File: config.mk
export PLATFORM = sky130hd
export DESIGN_NAME = ball_mover
export DESIGN_NICKNAME = d
export VERILOG_FILES = /design/src/rtl/ball_mover.sv
export SDC_FILE = /design/constraint.sdc
export NUM_CORES = 1
export LEC_CHECK = 0
export ABC_AREA = 1
export CAP_MARGIN = 40
export CELL_PAD_IN_SITES_DETAIL_PLACEMENT = 1
export CELL_PAD_IN_SITES_GLOBAL_PLACEMENT = 2
export CORE_UTILIZATION = 31
export CTS_CLUSTER_SIZE = 40
export DETAILED_ROUTE_END_ITERATION = 10
export MAX_ROUTING_LAYER = met4
export PLACE_DENSITY = 0.83
export SLEW_MARGIN = 20
export SYNTH_ARGS = -nofsm -noshare
export SYNTH_HDL_FRONTEND = slang
export SYNTH_SLANG_ARGS = --single-unit
File: constraint.sdc
create_clock -name clk -period 9.5 [get_ports clk]
set_input_delay 1.9 -clock clk [delete_from_list [all_inputs] [get_ports clk]]
set_output_delay 1.9 -clock clk [all_outputs]
set_load 0.005 [all_outputs]
File: src/rtl/ball_mover.sv
// ---------------------------------------------------------------------------
// ball_mover
//   Per-frame motion engine for CNT ball slots. On each frame tick it sweeps
//   the slots one per cycle, advancing every active ball by its velocity,
//   bouncing it off the side walls, the top wall and the paddle, and retiring
//   balls that drop past the bottom edge. In IDLE it also accepts launch
//   requests into the lowest free slot.
//
// Ports
//   clk         system clock, rising edge
//   rst         asynchronous active-high reset
//   frame       one-cycle frame tick; starts a sweep when IDLE
//   size        ball radius (sampled per slot during the sweep)
//   speed       launch speed magnitude
//   paddle_x    paddle centre x      (sampled per slot during the sweep)
//   paddle_hw   paddle half-width    (sampled per slot during the sweep)
//   launch      launch request, held until launch_ack
//   launch_x/y  spawn position
//   xs, ys      packed ball centres, slot i at bits [i*10+:10]
//   balls       slot-active mask
//   busy        sweep in progress (UPDATE or DONE)
//   done        one-cycle pulse in the final sweep cycle
//   lost        one-cycle pulse per retired ball, cycle after its update
//   launch_ack  one-cycle pulse, launch request consumed (taken or dropped)
//   full        all slots active
//   state_dbg   current FSM state, for checkers
//
// Handshake: launch/launch_ack is a request/acknowledge pair. The requester
// holds launch high until it sees launch_ack; the cycle in which launch_ack
// is high is never taken as a new request, so the requester may drop launch
// in that cycle or later.
// ---------------------------------------------------------------------------
module ball_mover #(
  parameter int CNT      = 3,
  parameter int XMAX     = 640,
  parameter int YMAX     = 480,
  parameter int PADDLE_Y = 440
) (
  input  logic              clk,
  input  logic              rst,
  input  logic              frame,
  input  logic [5:0]        size,
  input  logic [3:0]        speed,
  input  logic [9:0]        paddle_x,
  input  logic [6:0]        paddle_hw,
  input  logic              launch,
  input  logic [9:0]        launch_x,
  input  logic [9:0]        launch_y,
  output logic [CNT*10-1:0] xs,
  output logic [CNT*10-1:0] ys,
  output logic [CNT-1:0]    balls,
  output logic              busy,
  output logic              done,
  output logic              lost,
  output logic              launch_ack,
  output logic              full,
  output logic [1:0]        state_dbg
);

  localparam int KW = (CNT > 1) ? $clog2(CNT) : 1;

  localparam logic signed [11:0] X_HI = 12'(XMAX - 1);
  localparam logic signed [11:0] Y_HI = 12'(YMAX - 1);
  localparam logic signed [11:0] PY   = 12'(PADDLE_Y);

  typedef enum logic [1:0] {
    S_IDLE   = 2'd0,
    S_UPDATE = 2'd1,
    S_DONE   = 2'd2
  } state_t;

  state_t          state_q, state_d;
  logic [KW-1:0]   k_q, k_d;
  logic            lost_q, lost_d;
  logic            ack_q, ack_d;

  logic [9:0]        x_q  [CNT];
  logic [9:0]        y_q  [CNT];
  logic signed [4:0] vx_q [CNT];
  logic signed [4:0] vy_q [CNT];
  logic [CNT-1:0]    balls_q;

  // Control from the FSM to the slot datapath
  logic            slot_upd;
  logic            launch_wr;
  logic            free_found;
  logic [KW-1:0]   free_idx;

  // Slot datapath, all signed 12-bit
  logic signed [11:0] x_s, y_s, vx_s, vy_s, sz_s, px_s, hw_s;
  logic signed [11:0] nx, ny, dx, adx;
  logic signed [4:0]  nvx, nvy;
  logic               paddle_hit;
  logic               floor_hit;

  // ---------------------------------------------------------------------
  // Lowest-index inactive slot for launches
  // ---------------------------------------------------------------------
  always_comb begin
    free_found = 1'b0;
    free_idx   = '0;
    for (int i = 0; i < CNT; i++) begin
      if (!balls_q[i] && !free_found) begin
        free_found = 1'b1;
        free_idx   = KW'(i);
      end
    end
  end

  // ---------------------------------------------------------------------
  // Motion and collision for the slot selected by k_q
  // ---------------------------------------------------------------------
  always_comb begin
    x_s  = {2'b00, x_q[k_q]};
    y_s  = {2'b00, y_q[k_q]};
    vx_s = {{7{vx_q[k_q][4]}}, vx_q[k_q]};
    vy_s = {{7{vy_q[k_q][4]}}, vy_q[k_q]};
    sz_s = {6'd0, size};
    px_s = {2'b00, paddle_x};
    hw_s = {5'd0, paddle_hw};

    nx  = x_s + vx_s;
    ny  = y_s + vy_s;
    nvx = vx_q[k_q];
    nvy = vy_q[k_q];

    if (nx < sz_s) begin
      nx  = sz_s;
      nvx = -vx_q[k_q];
    end else if (nx > X_HI - sz_s) begin
      nx  = X_HI - sz_s;
      nvx = -vx_q[k_q];
    end

    if (ny < sz_s) begin
      ny  = sz_s;
      nvy = -vy_q[k_q];
    end

    dx  = nx - px_s;
    adx = dx[11] ? -dx : dx;

    // Paddle catches only a ball moving down that crosses the paddle
    // surface during this step, using the pre-move y for the "above" test.
    paddle_hit = (vy_s > 12'sd0) && (y_s + sz_s < PY) &&
                 (ny + sz_s >= PY) && (adx <= hw_s);

    floor_hit = 1'b0;
    if (paddle_hit) begin
      ny  = PY - sz_s;
      nvy = -vy_q[k_q];
    end else if (ny > Y_HI) begin
      floor_hit = 1'b1;
    end
  end

  // ---------------------------------------------------------------------
  // FSM: state register
  // ---------------------------------------------------------------------
  always_ff @(posedge clk or posedge rst) begin
    if (rst) begin
      state_q <= S_IDLE;
      k_q     <= '0;
      lost_q  <= 1'b0;
      ack_q   <= 1'b0;
    end else begin
      state_q <= state_d;
      k_q     <= k_d;
      lost_q  <= lost_d;
      ack_q   <= ack_d;
    end
  end

  // ---------------------------------------------------------------------
  // FSM: next state and control
  // ---------------------------------------------------------------------
  always_comb begin
    state_d   = state_q;
    k_d       = k_q;
    ack_d     = 1'b0;
    lost_d    = 1'b0;
    slot_upd  = 1'b0;
    launch_wr = 1'b0;

    case (state_q)
      S_IDLE: begin
        if (frame) begin
          state_d = S_UPDATE;
          k_d     = '0;
        end else if (launch && !ack_q) begin
          // ack_q high means this is the cycle the requester is still
          // seeing the acknowledge for the previous request.
          ack_d     = 1'b1;
          launch_wr = free_found;
        end
      end
      S_UPDATE: begin
        slot_upd = balls_q[k_q];
        lost_d   = balls_q[k_q] && floor_hit;
        if (k_q == KW'(CNT - 1)) begin
          state_d = S_DONE;
        end else begin
          k_d = k_q + KW'(1);
        end
      end
      S_DONE: begin
        state_d = S_IDLE;
      end
      default: begin
        state_d = S_IDLE;
      end
    endcase
  end

  // ---------------------------------------------------------------------
  // Slot storage
  // ---------------------------------------------------------------------
  always_ff @(posedge clk or posedge rst) begin
    if (rst) begin
      balls_q <= '0;
      for (int i = 0; i < CNT; i++) begin
        x_q[i]  <= '0;
        y_q[i]  <= '0;
        vx_q[i] <= '0;
        vy_q[i] <= '0;
      end
    end else begin
      if (launch_wr) begin
        x_q[free_idx]     <= launch_x;
        y_q[free_idx]     <= launch_y;
        vx_q[free_idx]    <= {1'b0, speed};
        vy_q[free_idx]    <= 5'd0 - {1'b0, speed};
        balls_q[free_idx] <= 1'b1;
      end
      if (slot_upd) begin
        if (floor_hit) begin
          // Retired ball keeps its last position on the bus.
          balls_q[k_q] <= 1'b0;
        end else begin
          x_q[k_q]  <= nx[9:0];
          y_q[k_q]  <= ny[9:0];
          vx_q[k_q] <= nvx;
          vy_q[k_q] <= nvy;
        end
      end
    end
  end

  // ---------------------------------------------------------------------
  // Outputs
  // ---------------------------------------------------------------------
  for (genvar g = 0; g < CNT; g++) begin : g_out
    assign xs[g*10 +: 10] = x_q[g];
    assign ys[g*10 +: 10] = y_q[g];
  end

  assign balls      = balls_q;
  assign busy       = (state_q != S_IDLE);
  assign done       = (state_q == S_DONE);
  assign lost       = lost_q;
  assign launch_ack = ack_q;
  assign full       = &balls_q;
  assign state_dbg  = state_q;

endmodule
==> results of run 1 <==
## cell usage in the layout (no fill, tap or decap), types with 3 or more instances in the layout
| cell type | instances |
|---|---|
| nand2_1 | 461 |
| inv_1 | 190 |
| o21ai_0 | 169 |
| nor2_1 | 120 |
| clkdlybuf4s50_1 | 120 |
| dfrtp_1 | 99 |
| ha_1 | 77 |
| a21oi_1 | 68 |
| nand3_1 | 49 |
| o21ai_1 | 26 |
| buf_4 | 22 |
| xor2_1 | 21 |
| nand4_1 | 14 |
| clkbuf_16 | 9 |
| inv_2 | 8 |
| xnor2_1 | 8 |
| nor3_1 | 8 |
| o22ai_1 | 8 |
| o21a_1 | 8 |
| nor2_4 | 6 |
| nand3b_1 | 6 |
| o21bai_1 | 6 |
| or2_2 | 4 |
| nor2_2 | 4 |
| fa_1 | 4 |
| a21o_1 | 3 |
| nand2_2 | 3 |
## timing repair
action | CTS | global route
endpoints found under the setup margin | 0 | 17
hold buffers | 0 | 0
resized for setup | 0 | 1
## final cells by class
| cell class | count | share of cell area |
|---|---|---|
| Antenna cell | 2 | 0.0004462 |
| Clock buffer | 9 | 0.02008 |
| Clock inverter | 7 | 0.008925 |
| Inverter | 201 | 0.06772 |
| Multi-Input combinational cell | 1095 | 0.5106 |
| Sequential cell | 99 | 0.2209 |
| Tap cell | 384 | 0.04284 |
| Timing Repair Buffer | 145 | 0.1285 |
## worst paths after layout
path	to	slack (ps)	start	cells past startpoint
setup reg to reg	ys[3]	1050	k_q[0]	47
hold reg to reg	launch_ack	500	launch_ack	1
max in group asynchronous	ys[1]	6590	rst	4
hold / removal	launch_ack	500	launch_ack	1
setup / recovery	ys[3]	1050	k_q[0]	47
min in group asynchronous	xs[25]	1910	rst	2
## registers in the layout (all words and copies together) (netlist names)
register and flops:
xs 30, ys 30, vx_q 15, vy_q 15, balls 3, k_q 2, state_dbg 2, launch_ack 1
lost 1
## worst reg2reg max path, delay by kind of cell (launching register included)
kind	cells	cell delay (ps)
simple gates	20	2410
fa+ha+maj	7	2070
compound gates	8	1460
buf+inv	10	1450
xor+xnor	2	490
flops	1	470
## layer usage
metal,up-vias,part of all wire,global-route usage,wire (um)
met2,196,0.47,0.3959,16250
met4,0,0.018,0.05994,633
li1,4823,-,-,-
met3,43,0.032,0.02887,1112
met5,-,0,-,0
met1,4546,0.48,0.3108,16720
## cell families after synthesis
logic type                 after synthesis  share of synthesized area
and+or+nand+nor                        681                     0.3017
AOI/OAI and AO/OA                      302                     0.1756
buffers and inverters                  252                     0.1101
DFF                                     99                     0.2689
adders and majority gates               81                     0.1133
xor gates and xnor gates                30                    0.02933
muxes                                    1                   0.001086
## per-stage QoR
stage,std cells,setup WS (ps),instance area (sq um),utilization,hold WS (ps)
after floorplan,1446,2245,9214,-,470.3
after global placement,1921,829.8,10810,0.3736,486.6
after detailed placement,1923,650.8,10860,0.3752,486.0
after CTS,1939,768.6,11180,0.3865,496.3
after global routing,1942,172.0,11220,0.3876,543.6
final,1942,1054,11220,0.3876,495.6
==> results.md, run 1 <==
* Syn Area/Cell at 6.372 sq um
* Worst setup EP type: flop
* Final hold vios at 0
* Status: complete, no violations
* Vias per inst at 4.947
* WS Path Type: flop to flop
* CP delay by family, top: simple AND/OR/NAND/NOR gates
* Vias at 9,608
* Reg clk slew, reported paths at 80 ps
* Top cells by area, synth: dfrtp_1 27%, nand2_1 19%, ha_1 10%, o21ai_0 9.2%, inv_1 7.8%
* HP Class: flop to flop
* Yosys Warn Count at 0
* Global-route usage over all layers at 0.2401
* Vias in the first global route at 9,765
* Clk sinks at 99
* Top-count cell post-synth: nand2_1
* Slowest cell on the critical path: dfrtp_1
* Crit share post-route at 0.8891
* Die Y at 174.4 um
* Sequential Area at 2477 sq um
* Die X at 174.4 um
* Fill cell count at 3,789
* Post-synth EDFFs at 0
* Top cell type's share of synthesized area at 0.2689
* H-tree depth at 3
* CP Buf/Inv Count at 10
* Skew final at 8.845 ps
* GP Congestion at 0.8769
* Largest net degree at the start of global routing at 54
* # DRC at 0
* Fin. max-slew vios at 0
* Overflow after GRT at 0
* Crit path required time at 9730 ps
* Latest clock arrival within the worst-skew pair at 360 ps
* Die ar. at 30,420 sq um
* Slew at the pin with the worst max-slew slack at 855.5 ps
* Post-synth cell types at 50
* Area of the multi-input gates at 5727 sq um
* First-pass GRT wire length at 54.95 mm
* Worst EP arrival at 8670 ps
* Post CTS Setup Buffer Count at 0
* TNS Setup at 0 ps
* Routed Antenna Nets at 0
* I/O Pins at 121
* Syn_nets at 1,578
* Number of I/O port buffers at 120
* Routed WL per cell at 17.88 um
* First-pass DRT Iterations at 5
* Synth Cell Area at 9214 sq um
* Initial antenna violation count at 2
* Fmax at 118.4 MHz
* # setup viols final at 0
* Clock root buffer: clkbuf_16
* Post-synth top cells: 463 x nand2_1, 191 x inv_1, 170 x o21ai_0, 120 x nor2_1, 99 x dfrtp_1
* Initial drt markers at 502
* Ys async rst share at 1.000
* Final WL at 34.72 mm
* CTS Buf Count at 9
* Layout cell share with drive strength beyond 1 at 0.04820
* Mapped Cells at 1,446
* Synthesized flop and latch total at 99
* RSZ-0062 raised after global routing: false
* Initial core utilization at 0.3184
* Max-Cap Viols at 0
* Synth area leader: dfrtp_1
* Predominant post-synthesis flop cell: dfrtp_1
* Core Footprint at 28,940 sq um
* Critical Path Start Type: flop
* CTS tree: done
* CP max stage delay at 470 ps
* Normalized max-slew margin at 0.4289
* Layout area overhead at 21.73%
* Post-route minimum period at 8446 ps
* Placement row count at 62
* # nets final at 1,683
* Post-detail-place hpwl at 26.59 mm
* Critical path peak fanout at 36
* Max Root-Sink Buffers at 2
* Sequential fraction of the synthesis area at 0.2689
Power of run 1 is left out: the tool's default activity adds up to more than one toggle a clock period on the data nets, which glitch-free logic cannot reach.
==> run 2: changes to the inputs <==
- CAP_MARGIN: 40 -> not set
- CORE_MARGIN: not set -> 4
- CTS_CLUSTER_DIAMETER: not set -> 100
==> results.md, run 2 (synthesis results as in run 1) <==
* GP Congestion at 0.8708
* HP Class: flop to flop
* Die X at 180.4 um
* Layout area overhead at 20.50%
* Worst hold stages at 1
* CTS Buf Count at 9
* Max Root-Sink Buffers at 2
* Worst setup EP type: flop
* CTS tree: done
* I/O Pins at 121
* Met3 Use GR at 0.02887
* # resized after CTS at 0
* Post-placement worst setup slack at 768.0 ps
* # DRC at 0
* Post CTS Setup Buffer Count at 0
* Worst EP arrival at 8570 ps
* RSZ-0062 raised after global routing: false
* Post-detail-place hpwl at 26.49 mm
* R2R depth at 48
* Hold EP: launch_ack
* Global-route usage over all layers at 0.2184
* Normalized max-slew margin at 0.2849
* R2r endpoint: ys[4]
* Flop-to-flop setup slack at 1190 ps
* Crit share post-route at 0.8764
* # nets final at 1,678
* TNS Setup at 0 ps
* CP max stage delay at 690 ps
* H-tree depth at 3
* Fin worst setup slack at 1174 ps
* Routed Antenna Nets at 0
* Vias per inst at 5.006
* Met1 track demand over resource at 0.2853
* Initial core utilization at 0.3176
* Critical path peak fanout at 17
* Critical Path Start Type: input port
* CP delay by family, top: buffers and inverters
* Slowest cell on the critical path: clkdlybuf4s50_1
* Vias in the first global route at 9,967
* # diodes at 0
* Most common cell after layout, fill and taps aside: nand2_1
* WS Path Type: input port to flop
* CP Buf/Inv Count at 12
* Core Footprint at 29,010 sq um
* Routed WL per cell at 18.09 um
* Overflow after GRT at 0
* Critical path depth at 43
* Die ar. at 32,540 sq um
* Layout cell share with drive strength beyond 1 at 0.04513
* Placement row count at 62
* Initial drt markers at 470
* Global route hottest layer: met2
* First-pass GRT wire length at 55.78 mm
* Initial antenna violation count at 0
* Die Y at 180.4 um
* First-pass DRT Iterations at 4
* Status: complete, no violations
* Final WL at 35.00 mm
* Vias at 9,686
* Final hold vios at 0
* Max-Cap Viols at 0
* Fmax at 120.1 MHz
* Worst r2r src: k_q[0]
* Clk sinks at 99
* # setup viols final at 0
* Number of I/O port buffers at 120
* Hold_sp: launch_ack
* Commonest non-fill, non-tap cells in the layout: 461 x nand2_1, 190 x inv_1, 170 x o21ai_0
* Largest net degree at the start of global routing at 55
* Slew at the pin with the worst max-slew slack at 1069 ps
* Crit path required time at 9740 ps
* Clock root buffer: clkbuf_16
* Post-route minimum period at 8326 ps
* Latest clock arrival within the worst-skew pair at 370 ps
* Fin. max-slew vios at 0
* Skew final at 17.83 ps
* Reg clk slew, reported paths at 90 ps
* Global-route track usage on met2 at 0.3596
* Hold buffers post-CTS at 0
## run 2: cell count changes in the layout (fill, tap and decap cells not counted)
cell	change
o21ai_1	-1
clkinv_4	+1
diode_2	-2
bufinv_16	-1
buf_12	-1
inv_8	+1
buf_16	-2
buf_4	-2
o21ai_0	+1
clkinvlp_4	-1
## run 2: metrics by stage
step | cells | area (sq um) | util | hold WS (ps)
3_5_place_dp | 1919 | 10800 | 0.3721 | 509.6
3_3_place_gp | 1919 | 10800 | 0.3721 | 493.6
4_1_cts | 1935 | 11100 | 0.3827 | 521.5
6_report | 1935 | 11100 | 0.3827 | 513.0
5_1_grt | 1935 | 11100 | 0.3827 | 550.3
2_1_floorplan | 1446 | 9214 | - | 470.3
## run 2: final cells by class
class                      count  area, sq um
clock buffer                   9        225.2
tap                          384        480.5
inverter                     201        759.5
fill                        3832        17910
multi-input combinational   1095         5727
sequential                    99         2477
timing repair buffer         140         1351
clock inverter                 7        82.58
## run 2: worst max path at each step
stage               slack, ps  startpoint  endpoint
floorplan                2240      k_q[0]   vy_q[9]
global placement          880     size[1]     ys[4]
detailed placement        770     size[1]     ys[4]
CTS                      1150     size[1]    xs[28]
global route              290      k_q[0]   vy_q[9]
finish                   1170     size[1]     ys[4]
## run 2: layer usage
layer  wire length (um)  vias up  share of wire
li1                   -     4814              -
met1              16630     4634           0.48
met2              16410      195           0.47
met3               1211       43          0.035
met4                747        0          0.021
met5                  0        -              0
Power of run 2 is left out for the same reason.
